### config.mk
export PLATFORM = sky130hd
export DESIGN_NAME = beam_scan_ctrl_flat
export DESIGN_NICKNAME = d
export VERILOG_FILES = /design/src/rtl/beam_scan_if.sv /design/src/rtl/beam_scan_ctrl.sv /design/src/flat_wrapper.sv
export SDC_FILE = /design/constraint.sdc
export NUM_CORES = 1
export LEC_CHECK = 0
export CORE_UTILIZATION = 35
export CTS_CLUSTER_SIZE = 30
export DETAILED_ROUTE_END_ITERATION = 8
export GPL_ROUTABILITY_DRIVEN = 0
export PLACE_DENSITY = 0.72
export SLEW_MARGIN = 20
export SYNTH_ARGS = -nofsm -noshare
export SYNTH_HDL_FRONTEND = slang
export SYNTH_SLANG_ARGS = --single-unit
### constraint.sdc
create_clock -name clk -period 2.42 [get_ports clk]
set_input_delay 0.484 -clock clk [delete_from_list [all_inputs] [get_ports clk]]
set_output_delay 0.484 -clock clk [all_outputs]
set_load 0.005 [all_outputs]
### src/rtl/beam_scan_if.sv
// Bus bundle for beam_scan_ctrl: sample stream in, index-RAM read port,
// and selected-sample stream out.
// master: the scan controller. slave: the surrounding datapath / RAM.
interface beam_scan_if #(
    parameter int DATA_W = 32,
    parameter int IDX_W  = 16,
    parameter int ADDR_W = 10
);
    logic              src_valid;
    logic              src_ready;
    logic [DATA_W-1:0] src_data;
    logic [ADDR_W-1:0] tbl_addr;
    logic              tbl_rden;
    logic [IDX_W-1:0]  tbl_q;
    logic              sel_valid;
    logic [DATA_W-1:0] sel_data;

    modport master (
        input  src_valid, src_data, tbl_q,
        output src_ready, tbl_addr, tbl_rden, sel_valid, sel_data
    );

    modport slave (
        output src_valid, src_data, tbl_q,
        input  src_ready, tbl_addr, tbl_rden, sel_valid, sel_data
    );
endinterface

### src/rtl/beam_scan_ctrl.sv
// beam_scan_ctrl: sequencer for the delay beamformer.
// Steps through N_BEAMS steering directions; for each beam it streams a
// window of SAMPLES samples, fetches the beam's delay-index table from the
// index RAM one entry at a time, and emits the sample whose index equals the
// current entry. Entries that are passed or never reached set the sticky
// miss flag.
// Optional feature: define SCAN_LOOP_EN for continuous scanning (after the
// last beam, done pulses and the scan restarts at beam 0 instead of idling).
module beam_scan_ctrl #(
    parameter int DATA_W  = 32,
    parameter int IDX_W   = 16,
    parameter int ADDR_W  = 10,
    parameter int N_BEAMS = 8,
    parameter int ENTRIES = 16,
    parameter int SAMPLES = 1024,
    parameter int TBL_LAT = 2
) (
    input  logic        clk,
    input  logic        rst_n,
    input  logic        start,
    input  logic        abort,
    beam_scan_if.master bus,
    output logic [7:0]  beam_id,
    output logic        busy,
    output logic        done,
    output logic        miss
);
    localparam int ENT_W = $clog2(ENTRIES) + 1;
    localparam int LAT_W = $clog2(TBL_LAT) + 1;

    typedef enum logic [2:0] {IDLE, PRIME, RUN, DRAIN, NEXT} state_t;

    state_t            state, state_nxt;
    logic [LAT_W-1:0]  prime_cnt, prime_cnt_nxt;
    logic [IDX_W-1:0]  samp_cnt, samp_cnt_nxt;
    logic [ENT_W-1:0]  entry, entry_nxt;
    logic [7:0]        beam, beam_nxt;
    logic [ADDR_W-1:0] addr, addr_nxt;
    logic              sel_valid_r, sel_valid_nxt;
    logic [DATA_W-1:0] sel_data_r, sel_data_nxt;
    logic              done_nxt, miss_nxt;

    logic              ready;
    logic              hs;
    logic              hit;
    logic              passed;
    logic              consume;
    logic              last_samp;
    logic              last_entry;
    logic              last_beam;
    logic [ADDR_W-1:0] next_base;

    // Samples are only taken while walking a window; the RAM read stays
    // enabled through RUN so its output keeps tracking the current entry.
    assign ready        = (state == RUN) || (state == DRAIN);
    assign bus.src_ready = ready;
    assign bus.tbl_rden  = (state == PRIME) || (state == RUN);
    assign bus.tbl_addr  = addr;
    assign bus.sel_valid = sel_valid_r;
    assign bus.sel_data  = sel_data_r;
    assign beam_id       = beam;
    assign busy          = (state != IDLE);

    assign hs         = bus.src_valid && ready;
    assign hit        = (samp_cnt == bus.tbl_q);
    assign passed     = (samp_cnt > bus.tbl_q);
    assign consume    = hit || passed;
    assign last_samp  = (samp_cnt == IDX_W'(SAMPLES - 1));
    assign last_entry = (entry == ENT_W'(ENTRIES - 1));
    assign last_beam  = (beam == 8'(N_BEAMS - 1));
    assign next_base  = ADDR_W'((32'(beam) + 32'd1) * 32'(ENTRIES));

    // Next-state and next-value logic for the scan FSM and its counters.
    always_comb begin
        state_nxt     = state;
        prime_cnt_nxt = prime_cnt;
        samp_cnt_nxt  = samp_cnt;
        entry_nxt     = entry;
        beam_nxt      = beam;
        addr_nxt      = addr;
        sel_valid_nxt = 1'b0;
        sel_data_nxt  = sel_data_r;
        done_nxt      = 1'b0;
        miss_nxt      = miss;

        case (state)
            IDLE: begin
                if (start) begin
                    state_nxt     = PRIME;
                    prime_cnt_nxt = '0;
                    samp_cnt_nxt  = '0;
                    entry_nxt     = '0;
                    beam_nxt      = '0;
                    addr_nxt      = '0;
                    miss_nxt      = 1'b0;
                end
            end
            PRIME: begin
                // Wait out the RAM latency for the freshly loaded address.
                if (prime_cnt == LAT_W'(TBL_LAT - 1)) begin
                    state_nxt     = RUN;
                    prime_cnt_nxt = '0;
                end else begin
                    prime_cnt_nxt = prime_cnt + 1'b1;
                end
            end
            RUN: begin
                if (hs) begin
                    samp_cnt_nxt = samp_cnt + 1'b1;
                    if (hit) begin
                        sel_valid_nxt = 1'b1;
                        sel_data_nxt  = bus.src_data;
                    end else if (passed) begin
                        miss_nxt = 1'b1;
                    end
                    if (consume) begin
                        entry_nxt = entry + 1'b1;
                        addr_nxt  = addr + 1'b1;
                    end
                    // The window closes on its last sample regardless of
                    // table progress; any entry still pending is a miss.
                    if (last_samp) begin
                        state_nxt = NEXT;
                        if (!(consume && last_entry)) begin
                            miss_nxt = 1'b1;
                        end
                    end else if (consume) begin
                        state_nxt = last_entry ? DRAIN : PRIME;
                    end
                end
            end
            DRAIN: begin
                if (hs) begin
                    samp_cnt_nxt = samp_cnt + 1'b1;
                    if (last_samp) begin
                        state_nxt = NEXT;
                    end
                end
            end
            NEXT: begin
                if (last_beam) begin
                    done_nxt = 1'b1;
`ifdef SCAN_LOOP_EN
                    state_nxt     = PRIME;
                    prime_cnt_nxt = '0;
                    samp_cnt_nxt  = '0;
                    entry_nxt     = '0;
                    beam_nxt      = '0;
                    addr_nxt      = '0;
`else
                    state_nxt = IDLE;
`endif
                end else begin
                    state_nxt     = PRIME;
                    prime_cnt_nxt = '0;
                    samp_cnt_nxt  = '0;
                    entry_nxt     = '0;
                    beam_nxt      = beam + 1'b1;
                    addr_nxt      = next_base;
                end
            end
            default: begin
                state_nxt = IDLE;
            end
        endcase

        // Abort overrides everything, including a simultaneous start; the
        // beam in flight is dropped and the miss history is kept.
        if (abort) begin
            state_nxt     = IDLE;
            prime_cnt_nxt = '0;
            sel_valid_nxt = 1'b0;
            done_nxt      = 1'b0;
            miss_nxt      = miss;
        end
    end

    // State and counter registers.
    always_ff @(posedge clk or negedge rst_n) begin
        if (!rst_n) begin
            state       <= IDLE;
            prime_cnt   <= '0;
            samp_cnt    <= '0;
            entry       <= '0;
            beam        <= '0;
            addr        <= '0;
            sel_valid_r <= 1'b0;
            sel_data_r  <= '0;
            done        <= 1'b0;
            miss        <= 1'b0;
        end else begin
            state       <= state_nxt;
            prime_cnt   <= prime_cnt_nxt;
            samp_cnt    <= samp_cnt_nxt;
            entry       <= entry_nxt;
            beam        <= beam_nxt;
            addr        <= addr_nxt;
            sel_valid_r <= sel_valid_nxt;
            sel_data_r  <= sel_data_nxt;
            done        <= done_nxt;
            miss        <= miss_nxt;
        end
    end
endmodule

### src/flat_wrapper.sv
// flat-port wrapper written by rule: the top's interface ports become plain ports
module beam_scan_ctrl_flat 
#(
    parameter int DATA_W  = 32,
    parameter int IDX_W   = 16,
    parameter int ADDR_W  = 10,
    parameter int N_BEAMS = 8,
    parameter int ENTRIES = 16,
    parameter int SAMPLES = 1024,
    parameter int TBL_LAT = 2
)
  (clk, rst_n, start, abort, beam_id, busy, done, miss, bus_src_valid, bus_src_data, bus_tbl_q, bus_src_ready, bus_tbl_addr, bus_tbl_rden, bus_sel_valid, bus_sel_data);
  beam_scan_if #(.DATA_W(DATA_W), .IDX_W(IDX_W), .ADDR_W(ADDR_W)) bus_i ();
  input  logic clk;
  input  logic rst_n;
  input  logic start;
  input  logic abort;
  output logic [7:0] beam_id;
  output logic busy;
  output logic done;
  output logic miss;
  input wire logic [$bits(bus_i.src_valid)-1:0] bus_src_valid;
  input wire logic [$bits(bus_i.src_data)-1:0] bus_src_data;
  input wire logic [$bits(bus_i.tbl_q)-1:0] bus_tbl_q;
  output wire logic [$bits(bus_i.src_ready)-1:0] bus_src_ready;
  output wire logic [$bits(bus_i.tbl_addr)-1:0] bus_tbl_addr;
  output wire logic [$bits(bus_i.tbl_rden)-1:0] bus_tbl_rden;
  output wire logic [$bits(bus_i.sel_valid)-1:0] bus_sel_valid;
  output wire logic [$bits(bus_i.sel_data)-1:0] bus_sel_data;
  assign bus_i.src_valid = bus_src_valid;
  assign bus_i.src_data = bus_src_data;
  assign bus_i.tbl_q = bus_tbl_q;
  assign bus_src_ready = bus_i.src_ready;
  assign bus_tbl_addr = bus_i.tbl_addr;
  assign bus_tbl_rden = bus_i.tbl_rden;
  assign bus_sel_valid = bus_i.sel_valid;
  assign bus_sel_data = bus_i.sel_data;
  beam_scan_ctrl #(.DATA_W(DATA_W), .IDX_W(IDX_W), .ADDR_W(ADDR_W), .N_BEAMS(N_BEAMS), .ENTRIES(ENTRIES), .SAMPLES(SAMPLES), .TBL_LAT(TBL_LAT)) u_core (.clk(clk), .rst_n(rst_n), .start(start), .abort(abort), .bus(bus_i), .beam_id(beam_id), .busy(busy), .done(done), .miss(miss));
endmodule
---- After elaboration in Yosys (flattened, before gate mapping) ----
Index checks and enable logic that the tools add are counted.
cells by class
  divide/modulo/power cells ............... 0
  reduce and logical (&&, ||, !) cells .... 20
  bitwise operators ....................... 1
  shift operators ......................... 0
  eq/ne operators ......................... 21
  multipliers ............................. 0
  $add $sub $neg .......................... 6
  magnitude comparators ................... 1
  multiplexer cells ....................... 47
operator list
  kind                   count
  $mux 16                3
  $pmux 16 s3            1
  $mux 10                4
  $pmux 10 s3            1
  $mux 3                 8
  $mux 5                 4
  $add 16x1->16 const B  1
  $eq 16x10->1 const B   1
  $eq 16x16->1           1
  $gt 16x16->1           1
  $mux 8                 2
  $pmux 8 s2             1
  $pmux 3 s5             1
  $pmux 5 s3             1
  $mux 1                 14
  $add 10x1->10 const B  1
  $mux 2                 5
  $ne 3x2->1 const B     3
  $ne 3x3->1 const B     3
  $reduce_and 3->1       3
  $reduce_bool 3->1      3
  $add 8x1->8 const B    1
  $eq 8x3->1 const B     1
  $reduce_and 4->1       2
  other kinds (22)       30
word-level totals
  memories kept ........................... 0
  input bits .............................. 53
  flip-flop bits (word level) ............. 79
  output and inout bits ................... 56
  bits in latches ......................... 0
  memory bits (writable) .................. 0
  ROM bits ................................ 0
  word-level logic and storage cells ...... 106

---- Longest topological paths before layout ----
Gate-level depths: netlist of run 1.
  depth in word-level cells ............... 7
  depth in mapped cells ................... 9
  mapped depth without buffers ............ 8

---- Worst setup path after synthesis of run 1 ----
Ideal clock, no wire load.
  kind .................................... in2reg
  start point ............................. input bus_tbl_q[13]
  end point ............................... register u_core.addr[3] (netlist: u_core.bus.tbl_addr[3])
  stages on the path ...................... 8
  setup slack ............................. 0.163 ns
  arrival time ............................ 2.134 ns
  library setup time ...................... 0.123 ns
  data required time ...................... 2.297 ns
  cell sequence ........................... inv_1 > ha_1 > nand4_1 > a2111o_1 > a31oi_1 > buf_6 > nand4_1 > mux2i_1
on the way
  longest elaborated chain between the ends .. 4
  elaborated cells between the ends (all ways) .. 5
  classes of those cells .................. order compare: 1; eq/ne: 2; reduce/logical: 2
ends and longest elaborated chain
  item                                                 RTL line                                    text
  start: declaration                                   flat_wrapper.sv:24                          input wire logic [$bits(bus_i.tbl_q)-1:0] bus_tbl_q;
  $gt 16x16->1 / $eq 16x16->1 (equally long branches)  beam_scan_ctrl.sv:66, beam_scan_ctrl.sv:65
  $logic_or 1x1->1 (*)                                 beam_scan_ctrl.sv:67                        assign consume = hit || passed;
  $ne 2x1->1 (no line) (*)                             --
  $reduce_and 5->1 (no line) (*)                       --
  end signal: assignment                               beam_scan_ctrl.sv:197                       addr <= addr_nxt;
  end: declaration                                     beam_scan_ctrl.sv:38                        logic [ADDR_W-1:0] addr, addr_nxt;
Mark *: on every way between the ends. The rest lies on a longest branch, timed or not.
A chain may end at the register's enable or synchronous reset.

---- Worst setup path in the final report of run 1 ----
  start point ............................. input bus_tbl_q[3]
  end point ............................... register u_core.addr[7] (netlist: u_core.bus.tbl_addr[7])
The elaborated chain is that of the path after synthesis.

==> results of run 1 <==
placed cells by master (no fill, tap or decap), drive strengths merged, types with 4 or more instances in the layout:
cell / netlist / final
mux2: 33 / 33
a211oi: 5 / 5
dlygate4sd2: 0 / 10
nand3: 13 / 13
and3: 10 / 10
a21oi: 18 / 18
clkdlybuf4s50: 0 / 94
o21ai: 18 / 18
a31oi: 7 / 7
nor2: 40 / 40
clkbuf: 3 / 10
or2: 4 / 4
o22ai: 4 / 4
buf: 9 / 36
xnor2: 15 / 15
nand2: 27 / 27
nor4: 5 / 5
nor3: 7 / 7
nand4: 13 / 13
inv: 31 / 32
dfrtp: 79 / 79
xor2: 8 / 8
ha: 21 / 21
worst paths after layout:
kind	endpoint	from	slack [ns]	cells past startpoint
max in group asynchronous	u_core.samp_cnt[12]$_DFFE_PN0P_	rst_n	1.70	2
max	u_core.bus.tbl_addr[7]$_DFFE_PN0P_	bus_tbl_q[3]	0.08	9
max reg2reg	u_core.bus.tbl_addr[7]$_DFFE_PN0P_	u_core.samp_cnt[7]$_DFFE_PN0P_	0.10	9
min	u_core.beam_id[5]$_DFFE_PN0P_	rst_n	0.10	1
min in group clk	u_core.bus.sel_data[18]$_DFFE_PN0P_	u_core.bus.sel_data[18]$_DFFE_PN0P_	0.50	1
min reg2reg	u_core.bus.sel_data[18]$_DFFE_PN0P_	u_core.bus.sel_data[18]$_DFFE_PN0P_	0.50	1
stage by stage:
stage	area, um2	cells	worst slack (ns)
CTS	6170	697	0.000761
floorplan	4210	409	0.163
global route	6280	700	-0.00547
finish	6280	700	0.0780
global placement	5640	676	-0.378
detailed placement	5640	676	-0.510
power breakdown:
part / leakage, uW / switching [uW] / internal [uW]
Clock: 0.000166 / 556 / 1010
Combinational: 0.00163 / 167 / 168
Sequential: 0.00110 / 14.6 / 1330
Total: 0.00289 / 738 / 2510
layer usage:
| layer | routed length [um] | vias up | share of wire, % | GRT usage [%] |
|---|---|---|---|---|
| met5 | 0 | - | 0 | 0 |
| met1 | 4540 | 1799 | 41 | 21.6 |
| met2 | 5740 | 110 | 52 | 32.1 |
| met3 | 611 | 14 | 5.5 | 5.12 |
| li1 | - | 1738 | - | - |
| met4 | 144 | 0 | 1.3 | 5.05 |
cells by family after synthesis:
kind of cell    Yosys count
buf+inv                  43
compound gates           75
mux                      36
flops                    79
simple gates            132
fa+ha+maj                21
xor+xnor                 23
state kept, by name (all words and copies together) (netlist names):
register	cells
u_core.bus.sel_data	32
u_core.samp_cnt	16
u_core.bus.tbl_addr	10
u_core.beam_id	8
u_core.entry	5
u_core.state	3
u_core.prime_cnt	2
u_core.bus.sel_valid	1
u_core.done	1
u_core.miss	1
final cells by class:
| type | count | area [um2] | share of cell area, % |
|---|---|---|---|
| clock buffer | 9 | 225 | 3.59 |
| multi-input combinational | 287 | 2280 | 36.3 |
| tap | 143 | 179 | 2.85 |
| sequential | 79 | 1980 | 31.5 |
| inverter | 31 | 116 | 1.85 |
| timing repair buffer | 144 | 1380 | 21.9 |
| clock inverter | 7 | 120 | 1.91 |
what timing repair did:
action,CTS,global route
setup endpoints to repair,21,52
pin swaps,17,9
endpoints found under the hold margin,0,0
resized for setup,35,22
cloned,1,1
buffers inserted,4,2
==> results.cfg, run 1 <==
[synthesis]
synthArstFlopShare_pct = 100
ys_ff_latch = 79
mappedNetlistNets = 483
synthAdderAreaFrac_pct = 6.24
synth_flop_cell = dfrtp_1
synth_top_family_by_area = simple AND/OR/NAND/NOR gates
synth_compound_area_share_pct = 12.2
synth_edf_count = 0
synth_cell_types = 58
yosys.area_share.simple_pct = 16.0
synth_most_common_cell = dfrtp_1
syn_inst = 409
netlist_top_cells_count = dfrtp_1 (79), nor2_1 (40), inv_1 (31)
yosysTopAreaCellShare_pct = 46.9
synth_area_leaders = dfrtp_1 (47%), mux2_2 (7.8%), ha_1 (6.2%)
yosysTopAreaCell = dfrtp_1
synth_xor_area_share_pct = 4.78
netlist_area_um2 = 4210
synthMuxAreaShare_pct = 9.54
ys_warn_count = 0
synth_area_per_cell_um2 = 10.3
seq_area_frac_synth_pct = 46.9

[sta]
fin_crit_ns = 2.34
worstMarginPinSlew_ns = 0.602
tns_ns = 0
max_freq_ghz = 0.427
slew_headroom_pct = 59.5
period_share_pct = 96.8
slew_violations = 0
finClkSkew_ns = 0.00809
fin_hold_ws_ns = 0.101
hold_viol_final = 0
setup_violations = 0

[clock_network]
path_clk_slew_ns = 0.06
numClockSinks = 79
holdBufCountCts = 0
cts_tree = yes
cts_buffers = 9
cts_max_level = 3
clkLatencyLatePin_ns = 0.34
cts-root-buf = clkbuf_16
clockBufferDepth = 2

[layout]
drive_gt1_share_pct = 22.4
post-route-util_pct = 54.3
final_nets = 626
nFillCells = 1000
areaGrowthSynthToFinish_pct = 49.0
insertedDiodeCount = 0

[worst_setup_path]
worstPathRequired_ns = 2.64
crit_path_end_kind = flip-flop
slowest_stage = a2111o_1
cp-start-kind = primary input
critPathMaxFanout = 5
crit_buf_inv = 3
max_stage_delay_ns = 0.52
cp_cell_sequence = clkdlybuf4s50_1 > inv_1 > ha_1 > a21oi_1 > a2111o_1 > a31oi_4 > buf_6 > a41oi_2 > o22a_1
path_class = primary input to flip-flop
cp.arrival_ns = 2.56
cpLargestDelayFamily = compound AO/OA/AOI/OAI gates

[die]
die_h_um = 112
ios = 109
die_area_um2 = 12500
start_util_pct = 36.4
die_w_um = 112
rows = 39
core_um2 = 11600

[power_and_ir_drop]
powerDensity_nw_per_um2 = 517
total_power_uw = 3250
ir_drop_mv = 0.454
p_leak_uw = 0.00289

[drt]
drtIter0Drc = 139
dr.pass1.iters = 6
drt.antenna.violating_nets = 0
drc = 4
vias = 3661
wl_mm = 11.0
wire_per_inst_um = 15.8
via_per_inst = 5.23

[grt]
grt_pass1_wl_mm = 18.2
grt_max_degree = 47
grt_antenna_before_repair = 0
grt_pass1_vias = 3847
grt_overflow = 0
track_usage_pct = 18.2

[placed_design]
port_buffers = 108
hpwl_mm = 7.84

[min_path]
hold_path.class = primary input to async pin

[run_status]
status = finished, violations left
violations = DRC

[run]
cap_viol_max_count = 0
Note: power is estimated with default switching activity, not from simulation.
==> run 2, diff against run 1 <==
--- a/config.mk
+++ b/config.mk
@@ -5,11 +5,11 @@
 export SDC_FILE = /design/constraint.sdc
 export NUM_CORES = 1
 export LEC_CHECK = 0
-export CORE_UTILIZATION = 35
+export CORE_UTILIZATION = 49
 export CTS_CLUSTER_SIZE = 30
 export DETAILED_ROUTE_END_ITERATION = 8
 export GPL_ROUTABILITY_DRIVEN = 0
-export PLACE_DENSITY = 0.72
+export PLACE_DENSITY = 0.91
 export SLEW_MARGIN = 20
 export SYNTH_ARGS = -nofsm -noshare
 export SYNTH_HDL_FRONTEND = slang
==> run 2 against run 1 <==
Net effect: the run now ends clean; worst setup slack got worse by 0.078 ns; clock-buffer cell count rose by 1; fmax fell by 3.2%; register-to-register slack got worse by 0.07 ns; utilization rose by 20 points; flip-flop and latch count did not move; power fell by 14%.
==> results.cfg, run 2 (synthesis results as in run 1) <==
[worst_setup_path]
cp_cell_sequence = clkdlybuf4s50_1 > inv_2 > ha_4 > nand4_1 > buf_4 > nor4_4 > nor3_2 > nand3_1 > a211oi_1 > nor4b_1
max_stage_delay_ns = 0.47
setup.worst_path.start = bus_tbl_q[3]
cp.arrival_ns = 2.63
crit_buf_inv = 3
path_class = primary input to flip-flop
critPathMaxFanout = 3
cp-endpoint = u_core.state[0]$_DFFE_PN0P_
worstPathRequired_ns = 2.63
r2r-end = u_core.state[0]$_DFFE_PN0P_
crit_path_end_kind = flip-flop
slowest_stage = clkdlybuf4s50_1
r2r_slack_ns = 0.03
cpLargestDelayFamily = simple AND/OR/NAND/NOR gates
reg2reg_from = u_core.samp_cnt[1]$_DFFE_PN0P_
reg2reg_depth = 7
worstSetupPathDepth = 10
cp-start-kind = primary input

[layout]
final_nets = 620
insertedDiodeCount = 0
drive_gt1_share_pct = 22.3
final_cell_mix = clkdlybuf4s50_1 (93), dfrtp_1 (77), nor2_1 (40)
layout_commonest_cell = clkdlybuf4s50_1
areaGrowthSynthToFinish_pct = 45.7
nFillCells = 564
post-route-util_pct = 74.3
largest_reg_flops = 32

[clock_network]
cts_max_level = 3
clockBufferDepth = 2
cts-root-buf = clkbuf_8
cts_buffers = 9
clkLatencyLatePin_ns = 0.35
path_clk_slew_ns = 0.09
cts_tree = yes
numClockSinks = 79

[die]
rows = 33
die_w_um = 94.7
die_area_um2 = 8970
start_util_pct = 51.0
core_um2 = 8260
ios = 109
die_h_um = 94.7

[power_and_ir_drop]
pwr-share-seq_pct = 48.2
p_clk_share_pct = 39.2
power_frac_comb_pct = 12.6
power.internal_uw = 2090
powerDensity_nw_per_um2 = 454
p_leak_uw = 0.00290
switching_power_uw = 698
total_power_uw = 2790
p_sw_share_pct = 25.1
ir_drop_mv = 0.426

[grt]
grt_pass1_vias = 3725
grt_antenna_before_repair = 0
track_usage_pct = 25.3
grt_max_degree = 37
grt_overflow = 0
grt_pass1_wl_mm = 17.6

[drt]
drc = 0
dr.max_layer_used = met4
wl_met2_mm = 5.93
drt-met1-wl_mm = 4.49
via_per_inst = 5.70
vias = 3737
wire_per_inst_um = 17.0
drt.antenna.violating_nets = 0
wl_mm = 11.2
routed-wl-met3_um = 576
dr.pass1.iters = 5
drtIter0Drc = 205

[sta]
finClkSkew_ns = 0.00876
hold_viol_final = 0
worstMarginPinSlew_ns = 0.589
fin_hold_ws_ns = 0.0906
slew_headroom_pct = 60.4
period_share_pct = 100
slew_violations = 0
fin_ws_ns = 0.000484
max_freq_ghz = 0.413
fin_crit_ns = 2.42
setup_violations = 0

[placed_design]
dp_worst_setup_slack_ns = -0.434
port_buffers = 108
hpwl_mm = 7.66

[run_status]
status = finished clean

[run]
cap_viol_max_count = 0

[min_path]
hold_path.class = primary input to async pin
run 2: worst min path at each step:
| stage | from | endpoint | cells after the start |
|---|---|---|---|
| 3_5_place_dp | u_core.bus.sel_data[18]$_DFFE_PN0P_ | u_core.bus.sel_data[18]$_DFFE_PN0P_ | 1 |
| 6_report | rst_n | u_core.samp_cnt[5]$_DFFE_PN0P_ | 1 |
| 4_1_cts | rst_n | u_core.bus.tbl_addr[0]$_DFFE_PN0P_ | 1 |
| 3_3_place_gp | rst_n | u_core.beam_id[4]$_DFFE_PN0P_ | 1 |
| 5_1_grt | rst_n | u_core.bus.sel_data[17]$_DFFE_PN0P_ | 1 |
| 2_1_floorplan | rst_n | u_core.beam_id[0]$_DFFE_PN0P_ | 0 |
run 2: stage by stage:
step | TNS [ns] | std cells | area (um2)
2_1_floorplan | 0 | 409 | 4210
3_5_place_dp | -13.93 | 634 | 5560
5_1_grt | -0.412 | 656 | 6140
6_report | 0 | 656 | 6140
3_3_place_gp | -9.88 | 634 | 5560
4_1_cts | 0 | 653 | 5870
run 2: power groups by stage:
stage	Sequential, uW	Combinational (uW)	Clock, uW
after floorplan	1360	136	0
after global routing	1340	380	1160
after detailed placement	1370	310	0
after CTS	1340	318	1110
after global placement	1370	299	0
final	1340	351	1090
run 2: timing repair:
action,in CTS,in global routing
cloned,1,1
resized for setup,11,53
hold buffers,0,0
buffers inserted,2,3
endpoints found under the setup margin,6,20
pin swaps,1,24
run 2: layer usage:
layer  GRT usage (%)  up-vias
li1                -     1725
met1            32.2     1841
met2            43.2      152
met3            5.48       19
met4            7.20        0
met5               0        -
run 2: final cells by class:
class | instances | area (um2) | area share (%)
Clock buffer | 10 | 128 | 2.08
Clock inverter | 6 | 92.6 | 1.51
Inverter | 31 | 116 | 1.90
Multi-Input combinational cell | 287 | 2320 | 37.8
Sequential cell | 79 | 1980 | 32.3
Tap cell | 105 | 131 | 2.14
Timing Repair Buffer | 138 | 1370 | 22.4
